[src/rtl/ram_arbiter_pkg.sv]
// Shared types for the ram_arbiter slice: master ids, arbiter state and stats width.
package ram_arbiter_pkg;

   typedef enum logic {M0, M1} master_e;

   typedef enum logic [1:0] {IDLE, OWN_M0, OWN_M1} arb_state_e;

   localparam int unsigned STATS_W = 16;

endpackage

[src/rtl/ram_arbiter_if.sv]
// Requester/ram bus of ram_arbiter; slave = arbiter view, master = requester/ram view.
// Stats counters exist only when RAM_ARBITER_STATS_EN is defined.
interface ram_arbiter_if
   import ram_arbiter_pkg::*;
#(
   parameter int unsigned WIDTH = 32
) ();

   logic             M0_REQ;
   logic             M0_WE;
   logic [WIDTH-1:0] M0_ADDR;
   logic [WIDTH-1:0] M0_WD;
   logic             M0_GNT;
   logic             M0_RVALID;
   logic [WIDTH-1:0] M0_RD;

   logic             M1_REQ;
   logic             M1_WE;
   logic [WIDTH-1:0] M1_ADDR;
   logic [WIDTH-1:0] M1_WD;
   logic             M1_GNT;
   logic             M1_RVALID;
   logic [WIDTH-1:0] M1_RD;

   logic [WIDTH-1:0] MEM_ADDR;
   logic             WRITE_MEM_EN;
   logic [WIDTH-1:0] WRITE_MEM_DATA;
   logic [WIDTH-1:0] READ_MEM_DATA;

   arb_state_e       LAST;

`ifdef RAM_ARBITER_STATS_EN
   logic [STATS_W-1:0] M0_GNT_CNT;
   logic [STATS_W-1:0] M1_GNT_CNT;
   logic [STATS_W-1:0] CONFLICT_CNT;
`endif

   modport slave (
      input  M0_REQ, M0_WE, M0_ADDR, M0_WD,
      output M0_GNT, M0_RVALID, M0_RD,
      input  M1_REQ, M1_WE, M1_ADDR, M1_WD,
      output M1_GNT, M1_RVALID, M1_RD,
      output MEM_ADDR, WRITE_MEM_EN, WRITE_MEM_DATA,
      input  READ_MEM_DATA,
      output LAST
`ifdef RAM_ARBITER_STATS_EN
      , output M0_GNT_CNT, M1_GNT_CNT, CONFLICT_CNT
`endif
   );

   modport master (
      output M0_REQ, M0_WE, M0_ADDR, M0_WD,
      input  M0_GNT, M0_RVALID, M0_RD,
      output M1_REQ, M1_WE, M1_ADDR, M1_WD,
      input  M1_GNT, M1_RVALID, M1_RD,
      input  MEM_ADDR, WRITE_MEM_EN, WRITE_MEM_DATA,
      output READ_MEM_DATA,
      input  LAST
`ifdef RAM_ARBITER_STATS_EN
      , input M0_GNT_CNT, M1_GNT_CNT, CONFLICT_CNT
`endif
   );

endinterface

[src/rtl/ram_arbiter_rd_return_pipe.sv]
// Shift pipe of {valid, owner} tags that tracks ram reads until their data returns.
module rd_return_pipe
   import ram_arbiter_pkg::*;
#(
   parameter int unsigned RD_LATENCY = 1
) (
   input  logic    clk_i,
   input  logic    rst_ni,
   input  logic    push_valid_i,
   input  master_e push_owner_i,
   output logic    pop_valid_o,
   output master_e pop_owner_o
);

   logic [RD_LATENCY-1:0] valid_q;
   master_e               owner_q [RD_LATENCY];

   always_ff @(posedge clk_i or negedge rst_ni) begin
      if (!rst_ni) begin
         valid_q <= '0;
         for (int unsigned i = 0; i < RD_LATENCY; i++) owner_q[i] <= M0;
      end else begin
         valid_q[0] <= push_valid_i;
         owner_q[0] <= push_owner_i;
         for (int unsigned i = 1; i < RD_LATENCY; i++) begin
            valid_q[i] <= valid_q[i-1];
            owner_q[i] <= owner_q[i-1];
         end
      end
   end

   assign pop_valid_o = valid_q[RD_LATENCY-1];
   assign pop_owner_o = owner_q[RD_LATENCY-1];

endmodule

[src/rtl/ram_arbiter.sv]
// Two-master arbiter for the single-port data ram: M0 favoured, M1 forced after MAX_WAIT denials.
// Optional grant/conflict counters under RAM_ARBITER_STATS_EN.
module ram_arbiter
   import ram_arbiter_pkg::*;
#(
   parameter int unsigned WIDTH      = 32,
   parameter int unsigned MAX_WAIT   = 4,
   parameter int unsigned RD_LATENCY = 1
) (
   input logic          CLK,
   input logic          RESET,
   ram_arbiter_if.slave bus
);

   localparam int unsigned WW = $clog2(MAX_WAIT + 1);

   logic [WW-1:0] wait_q, wait_d;
   arb_state_e    last_q, last_d;
   logic          gnt0, gnt1;
   logic          push_valid;
   master_e       push_owner;
   logic          pop_valid;
   master_e       pop_owner;

   // Grants are gated by RESET so requests are ignored while it is held low.
   always_comb begin
      gnt1 = RESET & bus.M1_REQ & (~bus.M0_REQ | (wait_q == WW'(MAX_WAIT)));
      gnt0 = RESET & bus.M0_REQ & ~gnt1;

      wait_d = '0;
      if (bus.M1_REQ && !gnt1)
         wait_d = (wait_q == WW'(MAX_WAIT)) ? wait_q : wait_q + WW'(1);

      last_d = gnt0 ? OWN_M0 : (gnt1 ? OWN_M1 : IDLE);

      push_valid = (gnt0 & ~bus.M0_WE) | (gnt1 & ~bus.M1_WE);
      push_owner = gnt1 ? M1 : M0;
   end

   always_ff @(posedge CLK or negedge RESET) begin
      if (!RESET) begin
         wait_q <= '0;
         last_q <= IDLE;
      end else begin
         wait_q <= wait_d;
         last_q <= last_d;
      end
   end

   always_comb begin
      bus.MEM_ADDR       = '0;
      bus.WRITE_MEM_DATA = '0;
      bus.WRITE_MEM_EN   = 1'b0;
      if (gnt1) begin
         bus.MEM_ADDR       = bus.M1_ADDR;
         bus.WRITE_MEM_DATA = bus.M1_WD;
         bus.WRITE_MEM_EN   = bus.M1_WE;
      end else if (gnt0) begin
         bus.MEM_ADDR       = bus.M0_ADDR;
         bus.WRITE_MEM_DATA = bus.M0_WD;
         bus.WRITE_MEM_EN   = bus.M0_WE;
      end
   end

   rd_return_pipe #(
      .RD_LATENCY (RD_LATENCY)
   ) u_rd_return_pipe (
      .clk_i        (CLK),
      .rst_ni       (RESET),
      .push_valid_i (push_valid),
      .push_owner_i (push_owner),
      .pop_valid_o  (pop_valid),
      .pop_owner_o  (pop_owner)
   );

   assign bus.M0_GNT    = gnt0;
   assign bus.M1_GNT    = gnt1;
   assign bus.M0_RVALID = pop_valid & (pop_owner == M0);
   assign bus.M1_RVALID = pop_valid & (pop_owner == M1);
   assign bus.M0_RD     = bus.READ_MEM_DATA;
   assign bus.M1_RD     = bus.READ_MEM_DATA;
   assign bus.LAST      = last_q;

`ifdef RAM_ARBITER_STATS_EN
   logic [STATS_W-1:0] m0_cnt_q, m1_cnt_q, conf_cnt_q;

   always_ff @(posedge CLK or negedge RESET) begin
      if (!RESET) begin
         m0_cnt_q   <= '0;
         m1_cnt_q   <= '0;
         conf_cnt_q <= '0;
      end else begin
         if (gnt0 && m0_cnt_q != '1) m0_cnt_q <= m0_cnt_q + STATS_W'(1);
         if (gnt1 && m1_cnt_q != '1) m1_cnt_q <= m1_cnt_q + STATS_W'(1);
         if (bus.M0_REQ && bus.M1_REQ && conf_cnt_q != '1)
            conf_cnt_q <= conf_cnt_q + STATS_W'(1);
      end
   end

   assign bus.M0_GNT_CNT   = m0_cnt_q;
   assign bus.M1_GNT_CNT   = m1_cnt_q;
   assign bus.CONFLICT_CNT = conf_cnt_q;
`endif

endmodule
[src/flat_wrapper.sv]
// flat-port wrapper written by rule: the top's interface ports become plain ports
module ram_arbiter_flat import ram_arbiter_pkg::*;
#(
   parameter int unsigned WIDTH      = 32,
   parameter int unsigned MAX_WAIT   = 4,
   parameter int unsigned RD_LATENCY = 1
)
  (CLK, RESET, bus_M0_REQ, bus_M0_WE, bus_M0_ADDR, bus_M0_WD, bus_M0_GNT, bus_M0_RVALID, bus_M0_RD, bus_M1_REQ, bus_M1_WE, bus_M1_ADDR, bus_M1_WD, bus_M1_GNT, bus_M1_RVALID, bus_M1_RD, bus_MEM_ADDR, bus_WRITE_MEM_EN, bus_WRITE_MEM_DATA, bus_READ_MEM_DATA, bus_LAST);
  ram_arbiter_if #(.WIDTH(WIDTH)) bus_i ();
  input logic CLK;
  input logic RESET;
  input wire logic [$bits(bus_i.M0_REQ)-1:0] bus_M0_REQ;
  input wire logic [$bits(bus_i.M0_WE)-1:0] bus_M0_WE;
  input wire logic [$bits(bus_i.M0_ADDR)-1:0] bus_M0_ADDR;
  input wire logic [$bits(bus_i.M0_WD)-1:0] bus_M0_WD;
  output wire logic [$bits(bus_i.M0_GNT)-1:0] bus_M0_GNT;
  output wire logic [$bits(bus_i.M0_RVALID)-1:0] bus_M0_RVALID;
  output wire logic [$bits(bus_i.M0_RD)-1:0] bus_M0_RD;
  input wire logic [$bits(bus_i.M1_REQ)-1:0] bus_M1_REQ;
  input wire logic [$bits(bus_i.M1_WE)-1:0] bus_M1_WE;
  input wire logic [$bits(bus_i.M1_ADDR)-1:0] bus_M1_ADDR;
  input wire logic [$bits(bus_i.M1_WD)-1:0] bus_M1_WD;
  output wire logic [$bits(bus_i.M1_GNT)-1:0] bus_M1_GNT;
  output wire logic [$bits(bus_i.M1_RVALID)-1:0] bus_M1_RVALID;
  output wire logic [$bits(bus_i.M1_RD)-1:0] bus_M1_RD;
  output wire logic [$bits(bus_i.MEM_ADDR)-1:0] bus_MEM_ADDR;
  output wire logic [$bits(bus_i.WRITE_MEM_EN)-1:0] bus_WRITE_MEM_EN;
  output wire logic [$bits(bus_i.WRITE_MEM_DATA)-1:0] bus_WRITE_MEM_DATA;
  input wire logic [$bits(bus_i.READ_MEM_DATA)-1:0] bus_READ_MEM_DATA;
  output wire logic [$bits(bus_i.LAST)-1:0] bus_LAST;
  assign bus_i.M0_REQ = bus_M0_REQ;
  assign bus_i.M0_WE = bus_M0_WE;
  assign bus_i.M0_ADDR = bus_M0_ADDR;
  assign bus_i.M0_WD = bus_M0_WD;
  assign bus_M0_GNT = bus_i.M0_GNT;
  assign bus_M0_RVALID = bus_i.M0_RVALID;
  assign bus_M0_RD = bus_i.M0_RD;
  assign bus_i.M1_REQ = bus_M1_REQ;
  assign bus_i.M1_WE = bus_M1_WE;
  assign bus_i.M1_ADDR = bus_M1_ADDR;
  assign bus_i.M1_WD = bus_M1_WD;
  assign bus_M1_GNT = bus_i.M1_GNT;
  assign bus_M1_RVALID = bus_i.M1_RVALID;
  assign bus_M1_RD = bus_i.M1_RD;
  assign bus_MEM_ADDR = bus_i.MEM_ADDR;
  assign bus_WRITE_MEM_EN = bus_i.WRITE_MEM_EN;
  assign bus_WRITE_MEM_DATA = bus_i.WRITE_MEM_DATA;
  assign bus_i.READ_MEM_DATA = bus_READ_MEM_DATA;
  assign bus_LAST = bus_i.LAST;
  ram_arbiter #(.WIDTH(WIDTH), .MAX_WAIT(MAX_WAIT), .RD_LATENCY(RD_LATENCY)) u_core (.CLK(CLK), .RESET(RESET), .bus(bus_i));
endmodule
[config.mk]
export PLATFORM = sky130hd
export DESIGN_NAME = ram_arbiter_flat
export DESIGN_NICKNAME = d
export VERILOG_FILES = /design/src/rtl/ram_arbiter_pkg.sv /design/src/rtl/ram_arbiter_if.sv /design/src/rtl/ram_arbiter_rd_return_pipe.sv /design/src/rtl/ram_arbiter.sv /design/src/flat_wrapper.sv
export SDC_FILE = /design/constraint.sdc
export NUM_CORES = 1
export LEC_CHECK = 0
export ABC_AREA = 1
export BUFFER_PORTS_ARGS = -buffer_cell sky130_fd_sc_hd__buf_2
export CAP_MARGIN = 5
export CORE_AREA = 4 4 114 116
export CTS_BUF_LIST = sky130_fd_sc_hd__clkbuf_4 sky130_fd_sc_hd__clkbuf_8 sky130_fd_sc_hd__clkbuf_16
export DETAILED_ROUTE_END_ITERATION = 8
export DIE_AREA = 0 0 118 120
export PLACE_DENSITY = 0.55
export SETUP_SLACK_MARGIN = 0.2
export SLEW_MARGIN = 20
export SYNTH_ARGS = -nofsm -noshare
export SYNTH_HDL_FRONTEND = slang
export SYNTH_HIERARCHICAL = 1
export SYNTH_SLANG_ARGS = --single-unit
export TNS_END_PERCENT = 30
[constraint.sdc]
create_clock -name CLK -period 1.25 [get_ports CLK]
set_input_delay 0.0625 -clock CLK [delete_from_list [all_inputs] [get_ports CLK]]
set_output_delay 0.0625 -clock CLK [all_outputs]
set_load 0.005 [all_outputs]
==> results.json, run 1 <==
{
  "antenna_violating_nets_post_route": 0,
  "avgSynthCellArea_um2": 5.540,
  "drtPass1Iterations": 4,
  "cell_row_count": 40,
  "diodes": 0,
  "gp_routability_congestion": 0.8027,
  "cts_tree": "done",
  "power_density_nw_per_um2": 570.4,
  "register_to_register_setup_slack_ns": -0.09,
  "final-instance-count-excl-fill": 620,
  "number_of_h_tree_branching_levels": 1,
  "endpoint_kind": "primary output",
  "hold_viol": 0,
  "setup_skew_ns": 0.001911,
  "drc_errors": 0,
  "clock_latency_ns": 0.23,
  "synth_warnings": 6,
  "worst-endpoint-arrival_ns": 1.63,
  "r2r_start": "u_core/wait_q[0]",
  "yosysSeqAreaShare": 0.09729,
  "cts-root-buf": "sky130_fd_sc_hd__clkbuf_16",
  "fillCellCount": 1375,
  "placeableCoreArea_um2": 11910,
  "worstHoldPathCells": 2,
  "ys_ff_latch": 7,
  "finalSetupViolCount": 72,
  "layout_common_cells": "sky130_fd_sc_hd__buf_2, sky130_fd_sc_hd__nand2_1, sky130_fd_sc_hd__nand3_1",
  "timing.final.max_slew_violations": 0,
  "via_count": 2530,
  "drv_cap": 0,
  "nets": 642,
  "clock_pin_transition_on_the_worst_setup_and_hold_timing_paths_ns": 0.04,
  "status": "finished, violations left",
  "relSlewSlack": 0.8767,
  "placedCellCount": 607,
  "first_pass_grt_wire_length_um": 11870,
  "wl_per_cell_um": 14.20,
  "area_growth_pct": 62.82,
  "fin_crit_ns": 1.695,
  "cts_buffers": 3,
  "yosys-mux-area-fraction": 0,
  "floorplan.initialDensity": 0.1512,
  "synth_top_family_by_area": "simple AND/OR/NAND/NOR gates",
  "critical_path.startpoint_type": "flip-flop",
  "chipWidth_um": 118,
  "worst_hold_path_type": "in -> reg",
  "final_common_cell": "sky130_fd_sc_hd__buf_2",
  "vdd_drop_max_v": 0.0003852,
  "hp-start": "bus_M0_REQ",
  "finalInstanceArea_um2": 2932,
  "max-clock-path-buffers": 2,
  "synthXorXnorAreaFrac": 0.004864,
  "critPathMaxFanout": 10,
  "drt-initial-drc-count": 41,
  "overflow": 0,
  "reg2reg_depth": 7,
  "post_route_cells_drive_above_1_share": 0.5433,
  "fp.dieH_um": 120,
  "dpl-instance-area_um2": 2594,
  "first_global_vias": 2351,
  "synth_fa_ha_area_frac": 0.01390,
  "dp_hpwl_um": 6493,
  "violations": "negative setup slack",
  "synth.lib_cells_used.distinct": 15,
  "die-area_um2": 14160,
  "timing.fmax_mhz": 590.1,
  "post_synth_and_or_nand_nor_area_fraction": 0.4962,
  "min_period_over_period": 1.356,
  "design.portCount": 301,
  "antenna_found_initial": 0,
  "setup.worst_path.class": "reg -> out",
  "vias_per_cell": 4.081,
  "static-leakage-power_nw": 1.900,
  "crit_path_required_time_ns": 1.19,
  "grt_max_degree": 43,
  "routed_wirelength_um": 8804,
  "numClockSinks": 7,
  "worst_r2r_endpoint": "u_core/bus.LAST[0]",
  "track_usage": 0.1014,
  "worst_tran_pin_value_ns": 0.1844,
  "whs_endpoint": "u_core/bus.LAST[1]",
  "postLayoutSetupSlackWorst_ns": -0.4446,
  "synthCells": 325,
  "postSynthNetCount": 493,
  "synth-compound-area-share": 0.01042,
  "post_synthesis_instance_area_um2": 1800,
  "unrepaired_setup_endpoints_after_global_routing": "true",
  "io_buffers": 204
}
-- per-layer routing --
metal | vias up | part of all wire | track usage
met5 | - | 0 | 0
met4 | 0 | 0.0078 | 0.01026
met3 | 15 | 0.11 | 0.03582
met2 | 189 | 0.53 | 0.2095
met1 | 1078 | 0.35 | 0.09878
li1 | 1248 | - | -
-- how the worst max path moves through the flow --
stage / start / end / slack [ns] / cells past startpoint
after floorplan: u_core/wait_q[1] / bus_MEM_ADDR[10] / -0.01 / 8
after global placement: u_core/wait_q[0] / bus_WRITE_MEM_DATA[27] / -0.25 / 8
after detailed placement: u_core/wait_q[0] / bus_WRITE_MEM_DATA[27] / -0.25 / 8
after CTS: u_core/wait_q[0] / bus_WRITE_MEM_DATA[27] / -0.51 / 8
after global routing: u_core/wait_q[0] / bus_WRITE_MEM_DATA[24] / -0.54 / 9
final: u_core/wait_q[0] / bus_WRITE_MEM_DATA[12] / -0.44 / 9
-- logic make-up after synthesis --
kind of cell,after synthesis
compound gates,3
xor+xnor,1
fa+ha+maj,2
buf+inv,97
flops,7
simple gates,215
-- worst max-delay path, stage by stage, from the launching register on --
cell                      delay [ns]
sky130_fd_sc_hd__dfrtp_1        0.38
sky130_fd_sc_hd__inv_2          0.08
sky130_fd_sc_hd__ha_4           0.14
sky130_fd_sc_hd__nand2_4        0.07
sky130_fd_sc_hd__a21oi_4        0.14
sky130_fd_sc_hd__buf_12         0.17
sky130_fd_sc_hd__buf_6          0.17
sky130_fd_sc_hd__nand2_1        0.08
sky130_fd_sc_hd__nand2_1        0.05
sky130_fd_sc_hd__buf_2          0.10
-- synthesized netlist by cell type --
cell type                  count  area share
sky130_fd_sc_hd__nand2_2       1      0.0035
sky130_fd_sc_hd__inv_1        11       0.023
sky130_fd_sc_hd__nand3_1      67        0.19
sky130_fd_sc_hd__buf_2         9       0.025
sky130_fd_sc_hd__clkbuf_1      2      0.0042
sky130_fd_sc_hd__buf_4        67        0.28
sky130_fd_sc_hd__inv_2         1      0.0021
sky130_fd_sc_hd__nor2_1        6       0.013
sky130_fd_sc_hd__a21oi_1       2      0.0056
sky130_fd_sc_hd__nand2_1     141        0.29
sky130_fd_sc_hd__buf_6         7       0.044
sky130_fd_sc_hd__dfrtp_1       7       0.097
sky130_fd_sc_hd__xor2_1        1      0.0049
sky130_fd_sc_hd__a21oi_2       1      0.0049
sky130_fd_sc_hd__ha_1          2       0.014
-- layout make-up --
cell class,instances,area [µm²],share of cell area
flip-flops and latches,7,175.2,0.05975
well taps,147,183.9,0.06274
inverters,12,45.04,0.01536
multi-input cells,221,1051,0.3585
repair buffers,229,1394,0.4755
clock buffers,4,82.58,0.02817
-- sequential cells by signal, indices dropped and copies added, names as in the netlist --
name,flops
u_core/wait_q,3
u_core/bus.LAST,2
u_core/u_rd_return_pipe/pop_owner_o,1
u_core/u_rd_return_pipe/pop_valid_o,1
-- power breakdown --
part / leakage, nW / internal (mW) / switching [mW]
sequential: 0.0930 / 0.244 / 0.00915
clock: 0.0416 / 0.447 / 0.127
combinational: 1.77 / 0.452 / 0.394
-- per-stage QoR --
stage	hold WS, ns	power [mW]	worst slack (ns)	utilization	setup TNS (ns)
2_1_floorplan	-0.2331	0.7390	-0.01338	-	-0.5967
3_3_place_gp	0.001299	1.019	-0.2457	0.2178	-10.91
3_5_place_dp	0.001861	1.019	-0.2497	0.2178	-11.82
4_1_cts	0.09335	1.615	-0.5056	0.2283	-28.89
5_1_grt	0.1072	1.807	-0.5378	0.2461	-34.86
6_report	0.09151	1.672	-0.4446	0.2461	-27.72
-- repair_timing --
action                     4_1_cts  5_1_grt
gates resized for setup          8       16
cloned                           0        5
setup endpoints to repair       73       73
pin swaps                        0        5
hold endpoints to repair         7        0
hold buffers                     1        0
buffers inserted                 0        3
No activity file was read; power rests on OpenSTA's default activity.
==> run 2: changes to the inputs <==
--- a/config.mk
+++ b/config.mk
@@ -13,6 +13,7 @@
 export DETAILED_ROUTE_END_ITERATION = 8
 export DIE_AREA = 0 0 118 120
 export PLACE_DENSITY = 0.55
+export REMOVE_ABC_BUFFERS = 1
 export SETUP_SLACK_MARGIN = 0.2
 export SLEW_MARGIN = 20
 export SYNTH_ARGS = -nofsm -noshare
==> results.json, run 2 (synthesis results as in run 1) <==
{
  "postLayoutSetupSlackWorst_ns": -0.5192,
  "largest_register_ffs": 3,
  "io_buffers": 204,
  "drc_errors": 0,
  "clock_pin_transition_on_the_worst_setup_and_hold_timing_paths_ns": 0.04,
  "min_period_over_period": 1.415,
  "crit_path_required_time_ns": 1.19,
  "max-clock-path-buffers": 2,
  "violations": "negative setup slack",
  "vias_per_cell": 4.200,
  "power_density_nw_per_um2": 550.2,
  "antenna_violating_nets_post_route": 0,
  "number_of_h_tree_branching_levels": 1,
  "worst_tran_pin_value_ns": 0.2760,
  "cts_tree": "done",
  "cell_row_count": 40,
  "die-area_um2": 14160,
  "placeableCoreArea_um2": 11910,
  "vdd_drop_max_v": 0.0003258,
  "final-instance-count-excl-fill": 635,
  "critical-path-slowest-cell": "sky130_fd_sc_hd__dfrtp_1",
  "cts_buffers": 3,
  "post_route_cells_drive_above_1_share": 0.6045,
  "worstPathCellList": "inv_2, ha_4, nand2_4, a21oi_4, buf_6, clkbuf_16, nand2_2, nand2_1, buf_2",
  "nets": 657,
  "timing.fmax_mhz": 565.2,
  "postLayoutCoreUtil": 0.2761,
  "crit_path_max_incr_delay_ns": 0.38,
  "cts-root-buf": "sky130_fd_sc_hd__clkbuf_16",
  "drt-initial-drc-count": 64,
  "worst-endpoint-arrival_ns": 1.71,
  "worstSetupEndpoint": "bus_MEM_ADDR[4]",
  "area_growth_pct": 82.63,
  "worst_r2r_endpoint": "u_core/wait_q[0]",
  "worst_hold_path_type": "in -> reg",
  "layout_common_cells": "sky130_fd_sc_hd__buf_2, sky130_fd_sc_hd__nand2_1, sky130_fd_sc_hd__nand3_1",
  "numClockSinks": 7,
  "setup.worst_path.class": "reg -> out",
  "routed_wirelength_um": 11580,
  "via_count": 2667,
  "overflow": 0,
  "relSlewSlack": 0.8160,
  "wl_per_cell_um": 18.23,
  "hold_viol": 0,
  "setup_skew_ns": 0.003626,
  "p_total_mw": 1.809,
  "design.portCount": 301,
  "unrepaired_setup_endpoints_after_global_routing": "true",
  "endpoint_kind": "primary output",
  "register_with_the_most_flip_flops": "u_core/wait_q",
  "diodes": 0,
  "reg2reg_depth": 11,
  "final_common_cell": "sky130_fd_sc_hd__buf_2",
  "first_global_vias": 2607,
  "critPathMaxFanout": 5,
  "floorplan.initialDensity": 0.1512,
  "fillCellCount": 1385,
  "worstHoldPathCells": 3,
  "static-leakage-power_nw": 2.041,
  "post-place-ws_ns": -0.2571,
  "dp_hpwl_um": 7972,
  "fp.dieH_um": 120,
  "chipWidth_um": 118,
  "placedCellCount": 606,
  "register_to_register_setup_slack_ns": -0.36,
  "clock_latency_ns": 0.23,
  "critical_path.startpoint_type": "flip-flop",
  "timing.final.max_slew_violations": 0,
  "status": "finished, violations left",
  "track_usage": 0.1372,
  "drv_cap": 0,
  "gp_routability_congestion": 0.7421,
  "antenna_found_initial": 0,
  "dpl-instance-area_um2": 2531,
  "finalInstanceArea_um2": 3288,
  "grt_max_degree": 58,
  "crit_path_start": "u_core/wait_q[0]",
  "first_pass_grt_wire_length_um": 14890,
  "fin_crit_ns": 1.769,
  "finalSetupViolCount": 73,
  "drtPass1Iterations": 5,
  "r2r_start": "u_core/wait_q[0]"
}
run 2: what timing repair did:
action                                 4_1_cts  5_1_grt
setup buffers                                3        7
setup endpoints to repair                   74       74
gates resized for setup                     30       46
hold buffers                                 1        0
pin swaps                                    5       32
cloned                                       5        9
endpoints found under the hold margin        7        0
run 2: stage by stage:
step                TNS, ns  hold WS, ns
detailed placement   -14.72      -0.1251
global route         -38.57       0.1251
finish               -32.16       0.1140
CTS                  -27.87       0.1125
global placement     -13.57      -0.1235
floorplan            -85.03      -0.2331
run 2: worst max-delay path, delay by kind of cell (launching register included):
kind,cells,cell delay (ns)
AOI/OAI and AO/OA,1,0.23
adders and majority gates,1,0.15
buffers and inverters,4,0.56
DFF,1,0.38
and+or+nand+nor,3,0.16
run 2: how the worst min path moves through the flow:
stage | slack [ns] | endpoint | startpoint
2_1_floorplan | -0.23 | u_core/bus.LAST[0] | RESET
3_3_place_gp | -0.12 | u_core/wait_q[2] | RESET
3_5_place_dp | -0.13 | u_core/wait_q[2] | RESET
4_1_cts | 0.11 | u_core/wait_q[1] | bus_M1_REQ
5_1_grt | 0.13 | bus_M1_RD[10] | bus_READ_MEM_DATA[10]
6_report | 0.11 | u_core/wait_q[1] | bus_M1_REQ
run 2: routing by layer:
layer  wire, µm  GRT usage  vias to the layer above
li1           -          -                     1283
met1       4899     0.1668                     1165
met2       4736     0.1886                      209
met3       1809     0.1051                        8
met4         80    0.02344                        2
met5         51    0.04779                        -
run 2: layout make-up:
cell class	instances	area [µm²]	share of cell area
inverter	12	45.04	0.01370
multi-input combinational	221	1130	0.3436
tap	147	183.9	0.05594
sequential	7	175.2	0.05327
clock buffer	4	82.58	0.02511
timing repair buffer	244	1672	0.5084
run 2: power breakdown:
part | leakage (nW) | switching (mW) | total (mW) | internal (mW)
clock | 0.0416 | 0.127 | 0.573 | 0.447
combinational | 1.91 | 0.447 | 0.982 | 0.535
sequential | 0.0930 | 0.00920 | 0.253 | 0.244
total | 2.04 | 0.583 | 1.81 | 1.23
